$ cat config.mk
export PLATFORM = sky130hd
export DESIGN_NAME = pet2001_prg_loader
export DESIGN_NICKNAME = d
export VERILOG_FILES = /design/src/rtl/pet2001_pkg.sv /design/src/rtl/pet2001_dma_seq.sv /design/src/rtl/pet2001_prg_loader.sv
export SDC_FILE = /design/constraint.sdc
export NUM_CORES = 1
export LEC_CHECK = 0
export BUFFER_PORTS_ARGS = -buffer_cell sky130_fd_sc_hd__buf_4
export CORE_MARGIN = 2
export CORE_UTILIZATION = 53
export CTS_CLUSTER_DIAMETER = 40
export CTS_CLUSTER_SIZE = 20
export DETAILED_ROUTE_END_ITERATION = 8
export PLACE_DENSITY = 0.74
export SETUP_SLACK_MARGIN = 0.05
export SLEW_MARGIN = 20
export SYNTH_ARGS = -nofsm -noshare
export SYNTH_HDL_FRONTEND = slang
export SYNTH_HIERARCHICAL = 1
export SYNTH_SLANG_ARGS = --single-unit
$ cat constraint.sdc
create_clock -name clk -period 2.2 [get_ports clk]
set_input_delay 0.33 -clock clk [delete_from_list [all_inputs] [get_ports clk]]
set_output_delay 0.33 -clock clk [all_outputs]
set_load 0.005 [all_outputs]
$ cat src/rtl/pet2001_pkg.sv
// Shared constants for the PET 2001 PRG loader: state codes, BASIC pointer offsets
// and the write tables used by the DMA sequencer. PRG_AUTORUN_EN adds the autorun entries.
package pet2001_pkg;

    localparam int unsigned HDR_LEN = 2;

    typedef logic [2:0] state_t;

    localparam state_t ST_IDLE    = 3'd0;
    localparam state_t ST_HDR_LO  = 3'd1;
    localparam state_t ST_HDR_HI  = 3'd2;
    localparam state_t ST_DATA    = 3'd3;
    localparam state_t ST_PATCH   = 3'd4;
    localparam state_t ST_DONE    = 3'd5;
`ifdef PRG_AUTORUN_EN
    localparam state_t ST_AUTORUN = 3'd6;
`endif

    localparam logic [15:0] OFS_VARTAB = 16'd0;
    localparam logic [15:0] OFS_ARYTAB = 16'd2;
    localparam logic [15:0] OFS_STREND = 16'd4;

    localparam logic [3:0] SEQ_PATCH_FIRST = 4'd0;
    localparam logic [3:0] SEQ_PATCH_LAST  = 4'd5;

`ifdef PRG_AUTORUN_EN
    localparam logic [15:0] KBUF_ADDR     = 16'h026F;
    localparam logic [15:0] KBUF_CNT_ADDR = 16'h009E;

    localparam logic [7:0] AR_R     = 8'h52;
    localparam logic [7:0] AR_U     = 8'h55;
    localparam logic [7:0] AR_N     = 8'h4E;
    localparam logic [7:0] AR_CR    = 8'h0D;
    localparam logic [7:0] AR_COUNT = 8'h04;

    localparam logic [3:0] SEQ_AUTO_FIRST = 4'd6;
    localparam logic [3:0] SEQ_AUTO_LAST  = 4'd10;

    function automatic logic [7:0] autorun_byte(input logic [3:0] idx);
        case (idx)
            4'd6:    return AR_R;
            4'd7:    return AR_U;
            4'd8:    return AR_N;
            4'd9:    return AR_CR;
            default: return AR_COUNT;
        endcase
    endfunction
`endif

    // Entries 0..5 are VARTAB/ARYTAB/STREND, each lo byte then hi byte.
    function automatic logic [15:0] ptr_offset(input logic [2:0] idx);
        logic [15:0] base;
        case (idx[2:1])
            2'd0:    base = OFS_VARTAB;
            2'd1:    base = OFS_ARYTAB;
            default: base = OFS_STREND;
        endcase
        return base + {15'd0, idx[0]};
    endfunction

endpackage

$ cat src/rtl/pet2001_dma_seq.sv
// Table-driven DMA write sequencer: walks entries first_idx..last_idx, one write every
// two cycles, then pulses done. Autorun entries exist only with PRG_AUTORUN_EN.
module pet2001_dma_seq
    import pet2001_pkg::*;
#(
    parameter logic [15:0] BASE_ADDR = 16'h002A
) (
    input  logic        clk,
    input  logic        reset,
    input  logic        start,
    input  logic [3:0]  first_idx,
    input  logic [3:0]  last_idx,
    input  logic [15:0] ptr_val,
    output logic [15:0] addr,
    output logic [7:0]  din,
    output logic        we,
    output logic        done
);

    logic [3:0]  idx;
    logic        run;
    logic        gap;
    logic [15:0] tbl_addr;
    logic [7:0]  tbl_data;

    always_comb begin
        tbl_addr = BASE_ADDR + ptr_offset(idx[2:0]);
        tbl_data = idx[0] ? ptr_val[15:8] : ptr_val[7:0];
`ifdef PRG_AUTORUN_EN
        if (idx >= SEQ_AUTO_FIRST) begin
            tbl_addr = (idx == SEQ_AUTO_LAST) ? KBUF_CNT_ADDR
                                              : KBUF_ADDR + {12'd0, idx - SEQ_AUTO_FIRST};
            tbl_data = autorun_byte(idx);
        end
`endif
    end

    always_ff @(posedge clk) begin
        if (reset) begin
            idx  <= '0;
            run  <= 1'b0;
            gap  <= 1'b0;
            addr <= '0;
            din  <= '0;
            we   <= 1'b0;
            done <= 1'b0;
        end else begin
            we   <= 1'b0;
            done <= 1'b0;
            if (!run) begin
                if (start) begin
                    idx <= first_idx;
                    run <= 1'b1;
                    gap <= 1'b0;
                end
            end else if (!gap) begin
                addr <= tbl_addr;
                din  <= tbl_data;
                we   <= 1'b1;
                gap  <= 1'b1;
            end else begin
                gap <= 1'b0;
                if (idx == last_idx) begin
                    run  <= 1'b0;
                    done <= 1'b1;
                end else begin
                    idx <= idx + 4'd1;
                end
            end
        end
    end

endmodule

$ cat src/rtl/pet2001_prg_loader.sv
// Streams a MiSTer ioctl .PRG download into PET RAM over the DMA port, then patches the
// BASIC end-of-program pointers. Optional macro PRG_AUTORUN_EN also types RUN<CR>.
module pet2001_prg_loader
    import pet2001_pkg::*;
#(
    parameter logic [15:0] VARTAB_ADDR = 16'h002A,
    parameter logic [15:0] RAM_TOP     = 16'h8000
) (
    input  logic        clk,
    input  logic        reset,
    input  logic        ioctl_download,
    input  logic        ioctl_wr,
    input  logic [7:0]  ioctl_data,
    output logic        ioctl_wait,
    output logic [15:0] dma_addr,
    output logic [7:0]  dma_din,
    output logic        dma_we,
    output logic        cpu_hold,
    output logic        busy,
    output logic        err_short,
    output logic        err_ovf,
    output logic [15:0] end_addr
);

    state_t      state;
    logic        dl_q;
    logic [7:0]  load_lo;
    logic [16:0] wr_ptr;
    logic        data_we;
    logic [15:0] data_addr;
    logic [7:0]  data_din;

    logic        seq_start;
    logic [3:0]  seq_first;
    logic [3:0]  seq_last;
    logic [15:0] seq_addr;
    logic [7:0]  seq_din;
    logic        seq_we;
    logic        seq_done;

    logic        can_write;
    logic [16:0] wr_next;
    logic [15:0] end_next;
    logic [15:0] hdr_end;

    // wr_ptr saturates at bit 16: once it carries out, every later byte is dropped.
    always_comb begin
        can_write = (wr_ptr < {1'b0, RAM_TOP});
        wr_next   = wr_ptr + ((ioctl_wr && !wr_ptr[16]) ? 17'd1 : 17'd0);
        end_next  = (wr_next >= {1'b0, RAM_TOP}) ? RAM_TOP : wr_next[15:0];
        hdr_end   = ({ioctl_data, load_lo} >= RAM_TOP) ? RAM_TOP : {ioctl_data, load_lo};
    end

    always_ff @(posedge clk) begin
        if (reset) begin
            state     <= ST_IDLE;
            dl_q      <= 1'b0;
            load_lo   <= '0;
            wr_ptr    <= '0;
            data_we   <= 1'b0;
            data_addr <= '0;
            data_din  <= '0;
            seq_start <= 1'b0;
            seq_first <= '0;
            seq_last  <= '0;
            err_short <= 1'b0;
            err_ovf   <= 1'b0;
            end_addr  <= '0;
        end else begin
            dl_q      <= ioctl_download;
            data_we   <= 1'b0;
            seq_start <= 1'b0;
            case (state)
                ST_IDLE: begin
                    if (ioctl_download && !dl_q) begin
                        err_short <= 1'b0;
                        err_ovf   <= 1'b0;
                        state     <= ST_HDR_LO;
                    end
                end
                ST_HDR_LO: begin
                    if (!ioctl_download) begin
                        err_short <= 1'b1;
                        state     <= ST_IDLE;
                    end else if (ioctl_wr) begin
                        load_lo <= ioctl_data;
                        state   <= ST_HDR_HI;
                    end
                end
                ST_HDR_HI: begin
                    if (ioctl_wr) begin
                        wr_ptr <= {1'b0, ioctl_data, load_lo};
                        if (ioctl_download) begin
                            state <= ST_DATA;
                        end else begin
                            end_addr  <= hdr_end;
                            seq_start <= 1'b1;
                            seq_first <= SEQ_PATCH_FIRST;
                            seq_last  <= SEQ_PATCH_LAST;
                            state     <= ST_PATCH;
                        end
                    end else if (!ioctl_download) begin
                        err_short <= 1'b1;
                        state     <= ST_IDLE;
                    end
                end
                ST_DATA: begin
                    if (ioctl_wr) begin
                        if (can_write) begin
                            data_addr <= wr_ptr[15:0];
                            data_din  <= ioctl_data;
                            data_we   <= 1'b1;
                        end else begin
                            err_ovf <= 1'b1;
                        end
                        wr_ptr <= wr_next;
                    end
                    // A strobe on the falling edge is committed above before patching.
                    if (!ioctl_download) begin
                        end_addr  <= end_next;
                        seq_start <= 1'b1;
                        seq_first <= SEQ_PATCH_FIRST;
                        seq_last  <= SEQ_PATCH_LAST;
                        state     <= ST_PATCH;
                    end
                end
                ST_PATCH: begin
                    if (seq_done) begin
`ifdef PRG_AUTORUN_EN
                        seq_start <= 1'b1;
                        seq_first <= SEQ_AUTO_FIRST;
                        seq_last  <= SEQ_AUTO_LAST;
                        state     <= ST_AUTORUN;
`else
                        state     <= ST_DONE;
`endif
                    end
                end
`ifdef PRG_AUTORUN_EN
                ST_AUTORUN: begin
                    if (seq_done) begin
                        state <= ST_DONE;
                    end
                end
`endif
                ST_DONE: begin
                    state <= ST_IDLE;
                end
                default: begin
                    state <= ST_IDLE;
                end
            endcase
        end
    end

    pet2001_dma_seq #(
        .BASE_ADDR (VARTAB_ADDR)
    ) u_seq (
        .clk       (clk),
        .reset     (reset),
        .start     (seq_start),
        .first_idx (seq_first),
        .last_idx  (seq_last),
        .ptr_val   (end_addr),
        .addr      (seq_addr),
        .din       (seq_din),
        .we        (seq_we),
        .done      (seq_done)
    );

    always_comb begin
        dma_addr = seq_we ? seq_addr : data_addr;
        dma_din  = seq_we ? seq_din : data_din;
        // Final guard so no write can ever reach the ROM half of the map.
        dma_we   = (data_we | seq_we) & ~dma_addr[15];
        busy     = (state != ST_IDLE);
        cpu_hold = (state != ST_IDLE);
`ifdef PRG_AUTORUN_EN
        ioctl_wait = (state == ST_PATCH) || (state == ST_AUTORUN);
`else
        ioctl_wait = (state == ST_PATCH);
`endif
    end

endmodule

## Yosys cells after proc, flatten, opt, wreduce, memory -nomap -nowiden

Index checks and enable logic that the tools add are counted.

- Add/subtract/negate cells: 4
- $lt $le $gt $ge: 3
- Eq/ne operators: 18
- Multiplexer cells: 52
- Bitwise logic cells: 7
- Reductions and logical operators: 24

Operator list:

| kind | count |
|---|---|
| $mux W16 | 6 |
| $mux W17 | 2 |
| $pmux W17 S2 | 1 |
| $mux W4 | 8 |
| $pmux W16 S2 | 1 |
| $mux W3 | 8 |
| $ne A2 B2 Y1 const B | 9 |
| $add A17 B1 Y17 | 1 |
| $ge A17 B16 Y1 const B | 1 |
| $lt A17 B16 Y1 const B | 1 |
| $mux W1 | 17 |
| $add A6 B16 Y16 const A | 1 |
| $ge A16 B16 Y1 const B | 1 |
| $mux W8 | 2 |
| $pmux W4 S2 | 2 |
| $pmux W3 S5 | 1 |
| $reduce_and A3 Y1 | 5 |
| $reduce_and A4 Y1 | 2 |
| $eq A3 B2 Y1 const B | 2 |
| $ne A3 B3 Y1 const B | 2 |
| $pmux W3 S2 | 1 |
| $reduce_bool A2 Y1 | 3 |
| $reduce_bool A3 Y1 | 2 |
| $reduce_or A3 Y1 | 2 |
| other kinds (19) | 27 |

- Flip-flop bits (word level): 113
- Output and inout bits: 46
- Logic and storage cells: 128

## Logic depth before layout (Yosys ltp)

Gate-level depths: netlist of run 1.

- Depth after elaboration: 8
- Gate-level depth with buffers: 11
- Depth with buffers taken out: 8

## Modules after synthesis

The synthesis of run 1 kept the hierarchy.

By module, submodules not included:

| module | times used | cells an instance | area an instance (µm²) | seq. area each (µm²) |
|---|---|---|---|---|
| pet2001_prg_loader | 1 | 468 | 3848.7 | 1481.4 |
| pet2001_dma_seq | 1 | 117 | 1063.5 | 440.4 |

## Worst setup path after synthesis of run 1

No wires, ideal clock.

- Path type: input port to flip-flop
- Start: input ioctl_wr
- End: register end_addr[3]
- Library setup time: 0.136 ns
- Arrival time: 2.137 ns
- Data required time: 2.064 ns
- Slack: -0.073 ns
- Stages: 11
- Path through: clkbuf_1 > nor2b_1 > ha_1 > ha_1 > and3_1 > buf_6 > xnor2_1 > a31o_2 > buf_6 > a221oi_2 > nor3_2

- Longest elaborated chain between the ends: 7
- Elaborated cells between the ends (all ways): 9
- Those cells by class: 1 x add/sub; 1 x order compare; 1 x eq/ne; 4 x mux; 2 x reduce/logical

Ends and longest elaborated chain:

| element | RTL line | source |
|---|---|---|
| start, declared | pet2001_prg_loader.sv:12 | `input logic ioctl_wr,` |
| $logic_and A1 B1 Y1 | pet2001_prg_loader.sv:49 | `wr_next = wr_ptr + ((ioctl_wr && !wr_ptr[16]) ? 17'd1 : 17'd0);` |
| $mux W1 | pet2001_prg_loader.sv:49 |  |
| $add A17 B1 Y17 | pet2001_prg_loader.sv:49 |  |
| $ge A17 B16 Y1 | pet2001_prg_loader.sv:50 | `end_next = (wr_next >= {1'b0, RAM_TOP}) ? RAM_TOP : wr_next[15:0];` |
| $mux W16 | pet2001_prg_loader.sv:50 |  |
| $mux W16 | pet2001_prg_loader.sv:119 | `if (!ioctl_download) begin` |
| $pmux W16 S2 | pet2001_prg_loader.sv:73 | `case (state)` |
| end signal, assigned | pet2001_prg_loader.sv:96 | `end_addr <= hdr_end;` |
| end signal, assigned | pet2001_prg_loader.sv:120 | `end_addr <= end_next;` |
| end, declared | pet2001_prg_loader.sv:22 | `output logic [15:0] end_addr` |

Parallel ways exist; a longest one is shown, timed or not. The select of a mux whose other input is x is not followed.
A chain may end at the register's enable or synchronous reset.

## Final worst setup path of run 1

- Start: register wr_ptr[16]
- End: register end_addr[12]

- Longest elaborated chain between the ends: 8

Ends and longest elaborated chain:

| element | RTL line | source |
|---|---|---|
| start, declared | pet2001_prg_loader.sv:28 | `logic [16:0] wr_ptr;` |
| start signal, assigned | pet2001_prg_loader.sv:92 | `wr_ptr <= {1'b0, ioctl_data, load_lo};` |
| start signal, assigned | pet2001_prg_loader.sv:116 | `wr_ptr <= wr_next;` |
| $logic_not A1 Y1 | pet2001_prg_loader.sv:49 |  |
| $logic_and A1 B1 Y1 | pet2001_prg_loader.sv:49 |  |
| $mux W1 | pet2001_prg_loader.sv:49 |  |
| $add A17 B1 Y17 * | pet2001_prg_loader.sv:49 |  |
| $ge A17 B16 Y1 | pet2001_prg_loader.sv:50 |  |
| $mux W16 * | pet2001_prg_loader.sv:50 |  |
| $mux W16 * | pet2001_prg_loader.sv:119 |  |
| $pmux W16 S2 * | pet2001_prg_loader.sv:73 |  |

Every way passes the cells marked *; elsewhere a longest branch is shown, timed or not. The select of a mux whose other input is x is not followed.

==> run_results.csv, run 1 <==
group,metric,value,unit
outcome,status,"finished, final reports clean",
timing,setup_ws,198,ps
clock_tree,path_clk_slew,100,ps
yosys,synth_edf_count,0,
yosys,yosysTopAreaCell,"dfxtp_1",
routing,route.met3.wl,589,um
worst_setup_path,crit_fanout,6,
floorplan,die_w,100,um
routing,routedLengthMet1,5790,um
routing,wl_per_cell,16.8,um
timing,rsz0062_at_grt,"no",
global_route,grt_pass1_wl,20300,um
pwr,sequentialPowerShare,0.569,
yosys,yosysMostFrequentCell,"dfxtp_1",
min_path,min_path_type,"input port to flip-flop",
min_path,hold_depth,3,
routing,drc,0,
yosys,yosysTopAreaCellShare,0.391,
timing,setup_tns,0,ps
yosys,syn_inst,585,
layout,seqCellArea,1920,um^2
pwr,ir_worst_vdd,0.391,mV
layout,drive_gt1_frac,0.246,
placed_design,dpl.hpwl,8870,um
yosys,ys_async_sr_fraction,0,
worst_setup_path,cp-endpoint,"end_addr[12]$_SDFFE_PP0P_",
pwr,power.share.combinational,0.056,
routing,first_pass_iters,5,
pwr,leakage,0.00224,uW
placed_design,dp_slack,-40.4,ps
worst_setup_path,rr_worst_depth,8,
worst_setup_path,critPathLaunch,"wr_ptr[16]$_SDFFE_PP0P_",
yosys,synthTopCellsByArea,"dfxtp_1 (39%), nor2_1 (6.3%), nand2_1 (5.9%), mux2_2 (5.5%), a21oi_1 (4.8%)",
yosys,synth_area,4910,um^2
pwr,p_total,3110,uW
placed_design,io_buffers,57,
yosys,synthTopCellsByCount,"dfxtp_1 (96), nor2_1 (82), nand2_1 (77)",
yosys,ys_seq_area_frac,0.391,
yosys,synth_ff_type,"dfxtp_1",
worst_setup_path,worstReg2RegStart,"wr_ptr[16]$_SDFFE_PP0P_",
layout,fill_cells,802,
timing,post-route-period-util,0.910,
routing,vias,4310,
timing,setup_violations,0,
clock_tree,max-clock-path-buffers,2,
pwr,p_sw,757,uW
clock_tree,numCtsBuffers,9,
global_route,grtUsageTotal,0.255,
layout,fin_util,0.622,
floorplan,die_y,100,um
yosys,synth_cell_types,54,
clock_tree,ctsHoldBuffers,0,
floorplan,initial_core_util,0.539,
global_route,grt_max_degree,61,
worst_setup_path,crit_arrival,2250,ps
timing,holdWs,245,ps
yosys,synth.ff_latch_count,96,
routing,wl_met2,6060,um
floorplan,rows,35,
worst_setup_path,critPathKind,"flip-flop to flip-flop",
timing,slew_violations,0,
timing,fin_skew,12.6,ps
worst_setup_path,critPathLaunchType,"flip-flop",
layout,diodes,0,
pwr,p_per_area,548,nW/um^2
global_route,grt_pass1_vias,3949,
clock_tree,worstSkewPairLatency,360,ps
clock_tree,htreeDepth,3,
timing,fmax,0.499,GHz
floorplan,pin_count,58,
routing,routed.top_layer,"met4",
yosys,yosys_warnings,6,
clock_tree,cts_tree,"built",
layout,area_growth,15.3,%
worst_setup_path,crit_path_end_kind,"flip-flop",
global_route,antenna_found_initial,0,
run,max_cap_violations,0,
floorplan,coreArea,9110,um^2
layout,multi_input_area,2750,um^2
routing,drt_wl_total,12600,um
pwr,intPower,2350,uW
routing,routed_via_density,5.75,
global_route,grt_overflow,0,
pwr,p_clk_frac,0.375,
floorplan,die_area,10100,um^2
clock_tree,cts.sinks,96,
worst_setup_path,r2r-end,"end_addr[12]$_SDFFE_PP0P_",
timing,final-hold-violation-count,0,
routing,detail_route.iter0.violations,312,
layout,fin_nets,649,
timing,period_minus_slack,2000,ps
placed_design,gp_congestion,0.959,
worst_setup_path,required,2450,ps
pwr,swShare,0.244,
worst_setup_path,reg2reg_slack,200,ps
routing,final_antenna_net_count,0,
clock_tree,root_buffer,"clkbuf_8",
yosys,syn_avg_cell_area,8.40,um^2
[registers in the layout, indices dropped and copies added, names as in the netlist, 3 cells and up]
signal,flops
data_din,8
data_addr,16
u_seq/idx,4
state,3
u_seq/din,8
wr_ptr,17
load_lo,8
u_seq/addr,6
end_addr,16
[power groups by stage]
stage	registers [uW]	clock network [uW]	logic, uW
floorplan	1800	0	120
global placement	1810	0	166
detailed placement	1810	0	170
CTS	1770	1180	170
global route	1770	1250	191
finish	1770	1160	175
[layer usage]
metal | up-vias | global-route usage
li1 | 2102 | -
met5 | - | 0
met2 | 122 | 0.422
met3 | 13 | 0.0439
met1 | 2073 | 0.342
met4 | 0 | 0.0738
[per-stage QoR]
stage	instance area, um^2	cells
floorplan	4980	599
global placement	5430	733
detailed placement	5430	733
CTS	5640	749
global route	5660	750
finish	5660	750
[cell type report]
cell class,count,area share
Clock buffer,10,0.0225
Clock inverter,6,0.0119
Inverter,5,0.00331
Multi-Input combinational cell,438,0.485
Sequential cell,96,0.340
Tap cell,111,0.0245
Timing Repair Buffer,84,0.114
[critical path: stages, from the launching register on]
cell	delay [ps]
dfxtp_2	370
nor2b_4	160
ha_4	180
ha_4	130
nand3_1	140
nor3_1	400
xor2_1	170
a221oi_2	280
nor3_2	50
[cell usage in the layout, fill, tap and decap left out, drive strengths merged, types with 3 or more instances in the layout]
cell / n
a22o: 3
xor2: 7
a22oi: 8
mux2i: 20
dfxtp: 96
nand2: 77
nor3b: 3
nand3: 11
a21oi: 47
clkbuf: 10
mux2: 24
nor3: 27
buf: 84
nor2b: 8
nor2: 83
nand2b: 4
and2: 5
inv: 6
conb: 16
o21ai: 16
ha: 3
nand3b: 3
and3: 8
a211oi: 12
a221oi: 13
a31oi: 3
a311oi: 3
xnor2: 12
[repair_timing]
action / CTS / global route
endpoints found under the setup margin: 2 / 21
pin swaps: 0 / 2
resized for setup: 1 / 5
setup buffers: 0 / 1
cloned: 0 / 0
[kinds of logic after synthesis]
family / count (synthesis) / synth area share
AOI/OAI and AO/OA: 117 / 0.166
xor gates and xnor gates: 19 / 0.0339
adders and majority gates: 3 / 0.00764
buffers and inverters: 65 / 0.0693
DFF: 96 / 0.391
muxes: 44 / 0.0958
other: 2 / 0.00153
and+or+nand+nor: 239 / 0.235
[worst min-delay path by stage]
stage	from	slack [ps]	end
4_1_cts	ioctl_data[1]	240	data_din[1]$_SDFFE_PP0P_
5_1_grt	ioctl_data[1]	240	data_din[1]$_SDFFE_PP0P_
3_5_place_dp	data_din[5]$_SDFFE_PP0P_	440	data_din[5]$_SDFFE_PP0P_
3_3_place_gp	data_din[4]$_SDFFE_PP0P_	440	data_din[4]$_SDFFE_PP0P_
6_report	ioctl_data[1]	240	data_din[1]$_SDFFE_PP0P_
2_1_floorplan	u_seq/addr[2]$_SDFFE_PP0P_	430	u_seq/addr[2]$_SDFFE_PP0P_
Note: power is estimated with default switching activity, not from simulation.
==> run 2: changes to the inputs <==
Settings changed: ABC_AREA from default to 1, CAP_MARGIN from default to 25.
==> run_results.csv, run 2 <==
group,metric,value,unit
layout,fin_util,0.623,
floorplan,die_area,10100,um^2
worst_setup_path,critPathLaunchType,"flip-flop",
placed_design,io_buffers,57,
timing,slew_headroom,0.601,
yosys,ys_seq_area_frac,0.388,
min_path,min_path_type,"input port to flip-flop",
timing,setup_tns,0,ps
layout,drive_gt1_frac,0.158,
routing,wl_per_cell,15.5,um
clock_tree,root_buffer,"clkbuf_8",
timing,setup_violations,0,
layout,largest_reg_flops,17,
clock_tree,max-clock-path-buffers,2,
clock_tree,numCtsBuffers,9,
layout,postLayoutCellArea,5710,um^2
yosys,syn_inst,736,
floorplan,coreArea,9150,um^2
global_route,grt_pass1_vias,4448,
run,max_cap_violations,0,
routing,routed_via_density,5.52,
pwr,leakage,0.00251,uW
outcome,status,"finished, final reports clean",
layout,regMostFlops,"wr_ptr",
yosys,synth_ff_type,"dfxtp_1",
timing,fmax,0.487,GHz
layout,multi_input_area,2640,um^2
yosys,synth_area,4960,um^2
clock_tree,htreeDepth,3,
worst_setup_path,crit_arrival,2360,ps
layout,layout_commonest_cell,"nand2_1",
placed_design,dp_slack,101,ps
placed_design,gp_congestion,0.896,
floorplan,die_w,101,um
pwr,ir_worst_vdd,0.457,mV
yosys,syn_avg_cell_area,6.74,um^2
global_route,grt_pass1_wl,22700,um
floorplan,initial_core_util,0.542,
worst_setup_path,critPathKind,"flip-flop to flip-flop",
floorplan,pin_count,58,
global_route,antenna_found_initial,0,
timing,fin_skew,23.1,ps
global_route,grtUsageTotal,0.283,
layout,seqCellArea,1920,um^2
routing,detail_route.iter0.violations,551,
routing,vias,5016,
layout,area_growth,15.1,%
yosys,ys_async_sr_fraction,0,
global_route,grt_max_degree,65,
worst_setup_path,required,2510,ps
clock_tree,cts_tree,"built",
layout,final_cell_mix,"nand2_1 (173), nor2_1 (101), dfxtp_1 (96)",
yosys,yosysTopAreaCellShare,0.388,
yosys,synth_edf_count,0,
routing,drc,0,
yosys,yosysMostFrequentCell,"nand2_1",
layout,fin_nets,807,
timing,rsz0062_at_grt,"yes",
timing,setup_ws,145,ps
timing,tightestPinTransition,598,ps
clock_tree,ctsHoldBuffers,0,
yosys,synth.ff_latch_count,96,
yosys,synthTopCellsByArea,"dfxtp_1 (39%), nand2_1 (13%), nor2_1 (7.6%), o21ai_0 (7.4%), a21oi_1 (6.7%)",
placed_design,placed_cell_area,5450,um^2
timing,slew_violations,0,
placed_design,dpl.hpwl,9880,um
clock_tree,path_clk_slew,110,ps
layout,fill_cells,876,
layout,largestRegisters,"wr_ptr: 17 flops, data_addr: 16 flops, end_addr: 16 flops",
clock_tree,worstSkewPairLatency,370,ps
worst_setup_path,crit_path_end_kind,"flip-flop",
floorplan,die_y,101,um
routing,first_pass_iters,5,
routing,drt_wl_total,14100,um
yosys,synth_cell_types,40,
worst_setup_path,crit_fanout,8,
yosys,yosys_warnings,6,
floorplan,rows,35,
routing,final_antenna_net_count,0,
timing,final-hold-violation-count,0,
timing,period_minus_slack,2060,ps
yosys,yosysTopAreaCell,"dfxtp_1",
pwr,p_per_area,829,nW/um^2
layout,diodes,0,
global_route,grt_overflow,0,
timing,post-route-period-util,0.934,
yosys,synthTopCellsByCount,"nand2_1 (173), nor2_1 (101), dfxtp_1 (96)",
clock_tree,cts.sinks,96,
run 2: path summary, 6_finish.rpt:
kind,startpoint,to,slack [ps],cells after the start
max reg2reg,wr_ptr[16]$_SDFFE_PP0P_,end_addr[5]$_SDFFE_PP0P_,140,11
min,ioctl_data[2],data_din[2]$_SDFFE_PP0P_,230,3
min reg2reg,err_short$_SDFFE_PP0P_,err_short$_SDFFE_PP0P_,450,2
max,wr_ptr[16]$_SDFFE_PP0P_,end_addr[5]$_SDFFE_PP0P_,140,11
run 2: repair_timing:
action | 4_1_cts | 5_1_grt
setup buffers | 0 | 1
gates resized for setup | 0 | 2
setup endpoints to repair | 0 | 16
run 2: stage by stage:
step	total power (uW)	hold WS, ps	cells
floorplan	2960	399	752
global placement	3380	433	890
detailed placement	3410	445	890
CTS	4710	234	906
global route	4990	241	908
finish	4730	231	908
run 2: worst max-delay path, stage by stage, from the launching register on:
cell     delay, ps
dfxtp_1        350
nor2_1         140
ha_1           210
ha_2           220
nand2_2         70
nor2_4         170
nand2_2        110
nor2_2         130
nand2_2        100
nand2_2        220
nand3_1        120
a21oi_1        160
run 2: layout make-up:
cell class,instances,share of cell area
tap,111,0.0243
inverter,60,0.0395
sequential,96,0.337
multi-input combinational,551,0.462
clock buffer,11,0.0248
timing repair buffer,74,0.0974
clock inverter,5,0.0151
run 2: kinds of logic after synthesis:
group                      synth area share
muxes                               0.00202
AOI/OAI and AO/OA                     0.195
xor gates and xnor gates            0.00707
DFF                                   0.388
buffers and inverters                0.0961
adders and majority gates           0.00757
other                               0.00151
and+or+nand+nor                       0.303
run 2: power breakdown:
| part | switching (uW) | total [uW] | internal, uW |
|---|---|---|---|
| sequential | 234 | 2200 | 1960 |
| combinational | 721 | 1200 | 476 |
| clock | 654 | 1340 | 683 |
run 2: routing by layer:
layer / vias to the layer above / wire length (um) / track usage
met5: - / 0 / 0
met4: 0 / 244 / 0.0832
met3: 27 / 955 / 0.0430
met2: 204 / 6320 / 0.430
met1: 2295 / 6580 / 0.415
li1: 2490 / - / -
